**config.mk**
```make
export PLATFORM = sky130hd
export DESIGN_NAME = whac_game_ctrl
export DESIGN_NICKNAME = d
export VERILOG_FILES = /design/src/rtl/whac_pkg.sv /design/src/rtl/whac_mole_gen.sv /design/src/rtl/whac_game_ctrl.sv
export SDC_FILE = /design/constraint.sdc
export NUM_CORES = 1
export LEC_CHECK = 0
export ABC_CLOCK_PERIOD_IN_PS = 9100
export CORE_MARGIN = 2
export CORE_UTILIZATION = 45
export DETAILED_ROUTE_END_ITERATION = 6
export PLACE_DENSITY = 0.63
export SETUP_SLACK_MARGIN = 0.3
export SYNTH_ARGS = -nofsm -noshare
export SYNTH_HDL_FRONTEND = slang
export SYNTH_HIERARCHICAL = 1
export SYNTH_SLANG_ARGS = --single-unit
```
**constraint.sdc**
```tcl
create_clock -name clk -period 9.1 [get_ports clk]
set_clock_uncertainty 0.1 [all_clocks]
set_input_delay 0.91 -clock clk [delete_from_list [all_inputs] [get_ports clk]]
set_output_delay 0.91 -clock clk [all_outputs]
set_load 0.02 [all_outputs]
```
**src/rtl/whac_pkg.sv**
```systemverilog
// Whac-A-Mole shared definitions: state codes, BCD arithmetic, LFSR taps.
// The timer imports the ST_* codes from here.
package whac_pkg;

    localparam logic [4:0] ST_IDLE  = 5'd0;
    localparam logic [4:0] ST_SET   = 5'd1;
    localparam logic [4:0] ST_READY = 5'd2;
    localparam logic [4:0] ST_PLAY  = 5'd3;
    localparam logic [4:0] ST_OVER  = 5'd4;

    typedef enum logic [4:0] {
        S_IDLE  = ST_IDLE,
        S_SET   = ST_SET,
        S_READY = ST_READY,
        S_PLAY  = ST_PLAY,
        S_OVER  = ST_OVER
    } state_e;

    // x^16 + x^14 + x^13 + x^11, Fibonacci form shifting left
    localparam logic [15:0] LFSR_TAPS = 16'hB400;

    function automatic logic [15:0] lfsr_next(input logic [15:0] v);
        return {v[14:0], ^(v & LFSR_TAPS)};
    endfunction

    function automatic logic [7:0] bcd_inc(input logic [7:0] v);
        logic [7:0] r;
        if (v == 8'h99)
            r = v;
        else if (v[3:0] == 4'd9)
            r = {v[7:4] + 4'd1, 4'd0};
        else
            r = {v[7:4], v[3:0] + 4'd1};
        return r;
    endfunction

    function automatic logic [7:0] bcd_dec(input logic [7:0] v);
        logic [7:0] r;
        if (v == 8'h00)
            r = v;
        else if (v[3:0] == 4'd0)
            r = {v[7:4] - 4'd1, 4'd9};
        else
            r = {v[7:4], v[3:0] - 4'd1};
        return r;
    endfunction

    // Never repeat the hole the mole is leaving
    function automatic logic [7:0] mole_pick(
        input logic [2:0] idx,
        input logic [7:0] cur
    );
        logic [7:0] m;
        m = 8'd1 << idx;
        if (m == cur)
            m = 8'd1 << (idx + 3'd1);
        return m;
    endfunction

endpackage

```
**src/rtl/whac_mole_gen.sv**
```systemverilog
// Mole placement: free-running LFSR, dwell counter and no-repeat pick.
// place loads the first mole on PLAY entry; stop clears it on exit.
module whac_mole_gen
    import whac_pkg::*;
#(
    parameter int unsigned MOLE_CYC  = 50_000_000,
    parameter logic [15:0] LFSR_SEED = 16'hACE1
) (
    input  logic       clk,
    input  logic       rst_n,
    input  logic       en,
    input  logic       place,
    input  logic       stop,
    input  logic       clear_on_hit,
    output logic [7:0] mole
);

    localparam int unsigned CW = $clog2(MOLE_CYC + 1);
    localparam logic [CW-1:0] LAST = CW'(MOLE_CYC - 1);

    logic [15:0]   lfsr;
    logic [CW-1:0] cnt;
    logic          wrap;

    assign wrap = en && (cnt == LAST);

    always_ff @(posedge clk or negedge rst_n) begin
        if (!rst_n) begin
            lfsr <= LFSR_SEED;
            cnt  <= '0;
            mole <= 8'h00;
        end else begin
            lfsr <= lfsr_next(lfsr);

            if (!en || place || wrap)
                cnt <= '0;
            else
                cnt <= cnt + 1'b1;

            // A wrap outranks a hit clear so the next mole still appears
            if (stop || (!en && !place))
                mole <= 8'h00;
            else if (place || wrap)
                mole <= mole_pick(lfsr[2:0], mole);
            else if (clear_on_hit)
                mole <= 8'h00;
        end
    end

endmodule

```
**src/rtl/whac_game_ctrl.sv**
```systemverilog
// Whac-A-Mole game sequencer: state codes, hit detection and BCD score.
// Define WHAC_MISS_PENALTY_EN to make missed presses cost one point.
module whac_game_ctrl
    import whac_pkg::*;
#(
    parameter int unsigned MOLE_CYC  = 50_000_000,
    parameter int unsigned READY_CYC = 100_000_000,
    parameter logic [15:0] LFSR_SEED = 16'hACE1
) (
    input  logic       clk,
    input  logic       rst_n,
    input  logic       start_btn,
    input  logic [7:0] hole_btn,
    input  logic       timeover,
    output logic [4:0] state,
    output logic [7:0] mole,
    output logic [7:0] score,
    output logic       hit_pulse
);

    localparam int unsigned RW = $clog2(READY_CYC + 1);
    localparam logic [RW-1:0] RLAST = RW'(READY_CYC - 1);

    state_e        st;
    logic [RW-1:0] rdy_cnt;
    logic          start_q;
    logic [7:0]    hole_q;
    logic          start_rise;
    logic [7:0]    hole_rise;
    logic          in_play;
    logic          hit;
    logic          place;
    logic          stop;

    assign start_rise = start_btn & ~start_q;
    assign hole_rise  = hole_btn & ~hole_q;
    assign in_play    = (st == S_PLAY);
    assign hit        = in_play && |(hole_rise & mole);
    assign place      = (st == S_READY) && (rdy_cnt == RLAST);
    assign stop       = in_play && timeover;
    assign state      = st;

`ifdef WHAC_MISS_PENALTY_EN
    logic miss;
    assign miss = in_play && |hole_rise && !hit;
`endif

    whac_mole_gen #(
        .MOLE_CYC  (MOLE_CYC),
        .LFSR_SEED (LFSR_SEED)
    ) u_mole (
        .clk          (clk),
        .rst_n        (rst_n),
        .en           (in_play),
        .place        (place),
        .stop         (stop),
        .clear_on_hit (hit),
        .mole         (mole)
    );

    always_ff @(posedge clk or negedge rst_n) begin
        if (!rst_n) begin
            st        <= S_IDLE;
            rdy_cnt   <= '0;
            start_q   <= 1'b0;
            hole_q    <= 8'h00;
            score     <= 8'h00;
            hit_pulse <= 1'b0;
        end else begin
            start_q   <= start_btn;
            hole_q    <= hole_btn;
            hit_pulse <= 1'b0;
            unique case (st)
                S_IDLE: begin
                    if (start_rise) begin
                        st    <= S_SET;
                        score <= 8'h00;
                    end
                end
                S_SET: begin
                    // Zero time loaded: refuse to start
                    if (start_rise && !timeover) begin
                        st      <= S_READY;
                        rdy_cnt <= '0;
                    end
                end
                S_READY: begin
                    if (rdy_cnt == RLAST) begin
                        st      <= S_PLAY;
                        rdy_cnt <= '0;
                    end else begin
                        rdy_cnt <= rdy_cnt + 1'b1;
                    end
                end
                S_PLAY: begin
                    if (hit) begin
                        score     <= bcd_inc(score);
                        hit_pulse <= 1'b1;
                    end
`ifdef WHAC_MISS_PENALTY_EN
                    else if (miss) begin
                        score <= bcd_dec(score);
                    end
`endif
                    if (timeover)
                        st <= S_OVER;
                end
                S_OVER: begin
                    if (start_rise)
                        st <= S_IDLE;
                end
                default: st <= S_IDLE;
            endcase
        end
    end

endmodule

```
After elaboration in Yosys (flattened, before gate mapping)
Cells that the tools add are included.
- add/subtract/negate cells: 5
- bitwise gates (word level): 5
- reductions and logical operators: 23
- muxes and demuxes: 21
- shift operators: 2
- eq/ne operators: 17
- operators by type and width (cell ; count):
    2-to-1 mux 8 bit ; 8
    2-to-1 mux 27 bit ; 2
    case mux 27 bit (2 select lines) ; 1
    adder 27 x 1 -> 27 bit, second input constant ; 1
    == test 27 bit, second input constant ; 1
    adder 26 x 1 -> 26 bit, second input constant ; 1
    == test 26 bit, second input constant ; 1
    2-to-1 mux 26 bit ; 1
    2-to-1 mux 5 bit ; 5
    case mux 5 bit (5 select lines) ; 1
    AND 8 bit ; 2
    case mux 8 bit (2 select lines) ; 1
    parity 16 bit ; 1
    left shift 1 x 3 -> 8 bit, first input constant ; 2
    == test 5 x 2 -> 1 bit, second input constant ; 2
    != test 2 bit, second input constant ; 5
    AND reduction 5 bit ; 2
    adder 4 x 1 -> 4 bit, second input constant ; 2
    == test 8 bit ; 1
    == test 8 bit, second input constant ; 1
    inverter 8 bit ; 1
    OR reduction 8 bit ; 1
    logical AND 1 bit ; 6
    != test 2 x 1 -> 1 bit, second input constant ; 3
    other kinds (14) ; 21
- bits of input ports: 12
- output and inout port bits: 22
- logic and storage cells: 83
- bits in registers: 100

Longest topological paths before layout
- depth in word-level cells: 8
- mapped depth: 13
- mapped depth without buffers: 10

By module
The synthesis kept the hierarchy.
- by module, submodules not included (module ; area an instance (µm²) ; seq. area each (µm²) ; times used ; cells an instance):
    whac_game_ctrl ; 2650.0 ; 1201.2 ; 1 ; 277
    whac_mole_gen ; 2348.5 ; 1261.2 ; 1 ; 222

Worst setup path before layout
OpenSTA, ideal clock, no wires.
- kind: register to register
- from: register rdy_cnt[0]
- to: register u_mole.mole[5]
- required time: 8905 ps
- stages on the path, launching flop included: 13
- clock period less this slack: 2980 ps
- slack: 6120 ps
- arrival: 2784 ps
- buffers on the path: 3
- setup time: 95 ps
- path through: dfrtp_1 ha_1 nand2_1 or3_4 or4_4 buf_6 buf_6 nor2_1 nand2b_1 o41a_1 buf_2 or3_1 o31ai_1
- word-level cells in the longest chain between the ends: 6
- elaborated cells between the ends (all ways): 9
- classes of those cells: 1 x eq/ne; 2 x mux; 6 x reduce/logical
- ends and longest elaborated chain (item ; RTL line ; source):
    from (decl) ; whac_game_ctrl.sv:25 ; logic [RW-1:0] rdy_cnt;
    from (signal assigned) ; whac_game_ctrl.sv:92 ; rdy_cnt <= rdy_cnt + 1'b1;
    == test 27 bit (*) ; whac_game_ctrl.sv:39 ; assign place = (st == S_READY) && (rdy_cnt == RLAST);
    logical AND 1 bit (*) ; whac_game_ctrl.sv:39 ;
    net place ; whac_game_ctrl.sv:32 ; logic place;
    zero test 1 bit ; whac_mole_gen.sv:41 ; if (stop || (!en && !place))
    logical AND 1 bit ; whac_mole_gen.sv:41 ;
    logical OR 1 bit ; whac_mole_gen.sv:41 ;
    nonzero test 3 bit (no line) or 2-to-1 mux 8 bit (tied branches) ; n/a ;
    to (signal assigned) ; whac_mole_gen.sv:44 ; mole <= mole_pick(lfsr[2:0], mole);
    to (decl) ; whac_mole_gen.sv:15 ; output logic [7:0] mole
Mark *: on every way through the listed nets, which the timed path passes. The rest lies on a longest branch.
A chain may end at the register's enable or synchronous reset.

Final worst setup path
Same ends and word-level chain as after synthesis.

==> run summary <==
The power density over cell area was 195 nW/µm²; the met3 global-route usage was 3.85%. The endpoint of the worst-slack reg-to-reg timing path was u_mole/mole[5]. Across all hold checks on the routed design, the worst slack comes to 255 ps. The async set-reset flop share out of synthesis was 100%. The clock period could shrink to 3250 ps. Dividing the final minimum period by the clock period gives 35.7%. First-pass GRT wire length: 18.3 mm. The count of hold-fix buffers inserted at cts was 0. In this run the critical register-to-register path is launched from rdy_cnt[0]. The number of cells on the worst hold path was 0. The count of distinct cell types in the synthesized netlist is 70, and the count of buffers inserted at the top-level ports is 31. For hold timing, the worst endpoint is u_mole/lfsr[9]. The floorplan step defined a core boundary enclosing 10800 µm². The starting density of the core came out at 46.1%. The layout cell share with drive strength beyond 1 was 9.64%. The prevailing post-synth register cell is sky130_fd_sc_hd__dfrtp_1.

The run gives 0 as the number of antenna violations at the first check in global routing. Buffers added to address setup during post-CTS repair amount to 0. The critical path data arrival time is 3430 ps.

For the post-route antenna net violation count, the log shows 0. The accumulated negative setup slack was 0 ps; the peak clock frequency supported by timing was 308 MHz. The via count of the first global-routing pass came out at 3676. The run gives 544 as the total number of nets in the final design. The die footprint is 12000 µm². Walking the worst path, the cells encountered are ha_1, nand2_1, or3_4, or4_4, nor2_1, nand2b_1, o41a_1, or3_1, o31ai_1. For the worst-case headroom to the max-slew limit, the log shows 34.2%. Counting flops with a built-in enable in the synthesized netlist gives 0. The final wirelength is 10.8 mm, and the weighted congestion reported at the end of routability-driven placement is 0.838. The number of buffers and inverters on the critical path is 0.

Measured along the y axis, the die boundary spans 109 µm. For this run, the slowest stage of the critical path takes 730 ps. In this run, CTS created clock tree buffers numbering 9. The max-slew violation count was 0; the number of instances resized during post-cts repair was 0. In the routed layout, each cell is associated on average with a via count of 5.86.

The worst hold-check path type is reg2reg. STA puts the critical path data required time at 9280 ps. The width of the chip works out to 109 µm. Pin slew with the least headroom to its limit: 978 ps. The iteration count of the initial detailed-routing pass came out at 4.

The maximum clock path buffer count was 2. The tools report the fill cell total of the finished layout as 989. The number of placement rows was 38; the max-capacitance violation count was 0. The run finished with clean final reports.

Dividing the detail-routed wire length by the instance count gives 16.1 µm. For this run, global-route usage on met1 was measured as 27.8%. For the number of hold-slack violations in the final timing report, the log shows 0. The cell with the largest stage delay on the worst path was sky130_fd_sc_hd__or4_4. The CTS sink count was 98; the iteration-0 DRC count of the detailed router was 320. The tools report the warning count from the yosys run as 6.

TritonCTS built the clock tree. The routed layout has 3923 vias. The layer carrying the most global-route usage was met2. The tools report the critical path endpoint category as a flip-flop. After synthesis the netlist holds a flip-flop and latch count of 98. The H-tree depth was 3; the reported leakage power was 2.17 nW. Global routing finished with a remaining overflow of 0. After legalization and detailed placement, the total HPWL measured 7.16 mm. The tools report the hold path startpoint as u_mole/lfsr[8]. The tools report the nature of the critical path startpoint as a flip-flop. Across all register-to-register paths, the minimum setup slack is 5850 ps. Entering global routing, the biggest net connects 54 pins. Of all nets on the critical path, the largest fanout is 28. The layout overhead on the synthesized area came out at 11.9%.

The logs give 0 for the number of remaining DRC errors and 19.5% for the global-route usage over all layers. After clock tree synthesis, the clock-pin slew on the worst setup and hold paths is 90 ps. The synthesized area is 5000 µm², and the met2 track utilization from global routing is 29.1%.

The family of cells with the greatest summed delay on the critical path was simple AND/OR/NAND/NOR gates. Synthesis produced 499 cells. At the end of the flow the core is filled with cells to 51.6%. Clock latency on the worst-skew pair, taken at its later pin, is 370 ps. The worst setup path is of the reg2reg kind. The antenna cell count came out at 0. The mean cell area of the mapped netlist is 10.0 µm². Counting cells, the worst reg-to-reg path comes to 9. Setup repair after global routing left no endpoint under its margin.

During I/O placement, the number of pins put on the boundary was 34. Peak supply drop: 0.115 mV. The cell chosen for the clock root was sky130_fd_sc_hd__clkbuf_8. Setup violations remaining at the end of the flow were counted as 0. Sequential fraction of the synthesis area: 49.3%.
## where the power goes
part	switching, mW	internal (mW)	total, mW
logic	0.157	0.101	0.257
registers	0.0666	0.482	0.549
clock network	0.151	0.134	0.285
## state kept, by name, indices dropped and copies added, names as in the netlist
signal	count
hit_pulse	1
u_mole/lfsr	16
hole_q	8
score	8
rdy_cnt	27
u_mole/cnt	26
state	3
start_q	1
u_mole/mole	8
## final cells by class
class | instances | area (µm²) | area share (%)
Sequential cell | 98 | 2460 | 44.0
Multi-Input combinational cell | 358 | 2340 | 41.8
Timing Repair Buffer | 36 | 345 | 6.17
Tap cell | 140 | 175 | 3.13
Clock buffer | 11 | 141 | 2.53
Inverter | 21 | 78.8 | 1.41
Clock inverter | 5 | 53.8 | 0.962
## metrics by stage
stage	std cells	cell area [µm²]	power [mW]	worst slack [ps]
after floorplan	500	5000	0.715	6120
after global placement	653	5400	0.809	5740
after detailed placement	653	5400	0.814	5570
after CTS	669	5600	1.10	5870
after global routing	669	5600	1.16	5700
final	669	5600	1.09	5850
## worst max-delay path by stage
stage                 from              to  slack (ps)  depth (start not counted)
2_1_floorplan   rdy_cnt[0]  u_mole/mole[5]        6120                         12
3_3_place_gp   hole_btn[4]  u_mole/mole[2]        5740                          8
3_5_place_dp   hole_btn[4]  u_mole/mole[2]        5570                          8
4_1_cts         rdy_cnt[0]  u_mole/mole[5]        5870                          9
5_1_grt         rdy_cnt[0]  u_mole/mole[5]        5700                          9
6_report        rdy_cnt[0]  u_mole/mole[5]        5850                          9
## cell families (layout without fill, tap and decap cells)
family | count (synthesis) | after routing | share of synthesized area [%]
AOI/OAI and AO/OA | 103 | 103 | 14.8
xor gates and xnor gates | 24 | 24 | 4.21
adders and majority gates | 8 | 8 | 2.00
buffers and inverters | 44 | 73 | 4.03
DFF | 98 | 98 | 49.3
muxes | 4 | 4 | 0.851
other | 1 | 2 | 0.0750
and+or+nand+nor | 217 | 217 | 24.8
## per-layer routing
metal  vias to the layer above  part of all wire (%)
li1                       1901                     -
met1                      1913                    48
met2                        93                    46
met3                        16                   3.8
met4                         0                   1.8
met5                         -                     0
## cell usage after synthesis, types with 4 or more instances
cell | number | area (µm²)
sky130_fd_sc_hd__a31oi_1 | 19 | 119
sky130_fd_sc_hd__or3_1 | 10 | 62.6
sky130_fd_sc_hd__and4_1 | 6 | 52.6
sky130_fd_sc_hd__buf_2 | 5 | 25.0
sky130_fd_sc_hd__nor4_1 | 4 | 25.0
sky130_fd_sc_hd__a2bb2oi_1 | 4 | 35.0
sky130_fd_sc_hd__nand3_1 | 30 | 150
sky130_fd_sc_hd__o22ai_1 | 4 | 25.0
sky130_fd_sc_hd__dfstp_2 | 8 | 210
sky130_fd_sc_hd__xor2_1 | 9 | 78.8
sky130_fd_sc_hd__and3_1 | 6 | 37.5
sky130_fd_sc_hd__nand2_1 | 40 | 150
sky130_fd_sc_hd__clkbuf_1 | 13 | 48.8
sky130_fd_sc_hd__nor2b_1 | 4 | 25.0
sky130_fd_sc_hd__ha_1 | 8 | 100
sky130_fd_sc_hd__xnor2_1 | 15 | 131
sky130_fd_sc_hd__nor2_1 | 37 | 139
sky130_fd_sc_hd__dfrtp_1 | 90 | 2250
sky130_fd_sc_hd__nand3b_1 | 4 | 30.0
sky130_fd_sc_hd__a211oi_1 | 4 | 30.0
sky130_fd_sc_hd__and2_1 | 7 | 43.8
sky130_fd_sc_hd__inv_1 | 20 | 75.1
sky130_fd_sc_hd__o21ai_0 | 16 | 80.1
sky130_fd_sc_hd__o31ai_1 | 9 | 67.6
sky130_fd_sc_hd__nor3_1 | 16 | 80.1
sky130_fd_sc_hd__a41oi_1 | 4 | 35.0
sky130_fd_sc_hd__o211ai_1 | 8 | 60.1
sky130_fd_sc_hd__or4_1 | 7 | 52.6
sky130_fd_sc_hd__nand4_1 | 19 | 119
sky130_fd_sc_hd__a21oi_1 | 9 | 45.0
## worst register-to-register path, cell delays in order, from the launching register on
cell	delay, ps
sky130_fd_sc_hd__dfrtp_1	410
sky130_fd_sc_hd__ha_1	230
sky130_fd_sc_hd__nand2_1	120
sky130_fd_sc_hd__or3_4	430
sky130_fd_sc_hd__or4_4	730
sky130_fd_sc_hd__nor2_1	210
sky130_fd_sc_hd__nand2b_1	80
sky130_fd_sc_hd__o41a_1	240
sky130_fd_sc_hd__or3_1	410
sky130_fd_sc_hd__o31ai_1	190
## layout by cell type (no fill, tap or decap), types with 6 or more instances in the layout
cell,Yosys,final
sky130_fd_sc_hd__ha_1,8,8
sky130_fd_sc_hd__and2_1,7,7
sky130_fd_sc_hd__and4_1,6,6
sky130_fd_sc_hd__xnor2_1,15,15
sky130_fd_sc_hd__or3_1,10,10
sky130_fd_sc_hd__inv_1,20,20
sky130_fd_sc_hd__nand3_1,30,30
sky130_fd_sc_hd__nand2_1,40,40
sky130_fd_sc_hd__o31ai_1,9,9
sky130_fd_sc_hd__a31oi_1,19,19
sky130_fd_sc_hd__nor2_1,37,37
sky130_fd_sc_hd__buf_4,2,6
sky130_fd_sc_hd__nand4_1,19,19
sky130_fd_sc_hd__o21ai_0,16,16
sky130_fd_sc_hd__clkdlybuf4s50_1,0,30
sky130_fd_sc_hd__xor2_1,9,9
sky130_fd_sc_hd__nor3_1,16,16
sky130_fd_sc_hd__o211ai_1,8,8
sky130_fd_sc_hd__a21oi_1,9,9
sky130_fd_sc_hd__or4_1,7,7
sky130_fd_sc_hd__clkbuf_8,0,10
sky130_fd_sc_hd__and3_1,6,6
sky130_fd_sc_hd__dfstp_2,8,8
sky130_fd_sc_hd__dfrtp_1,90,90
Power figures use the tool's default switching activity.
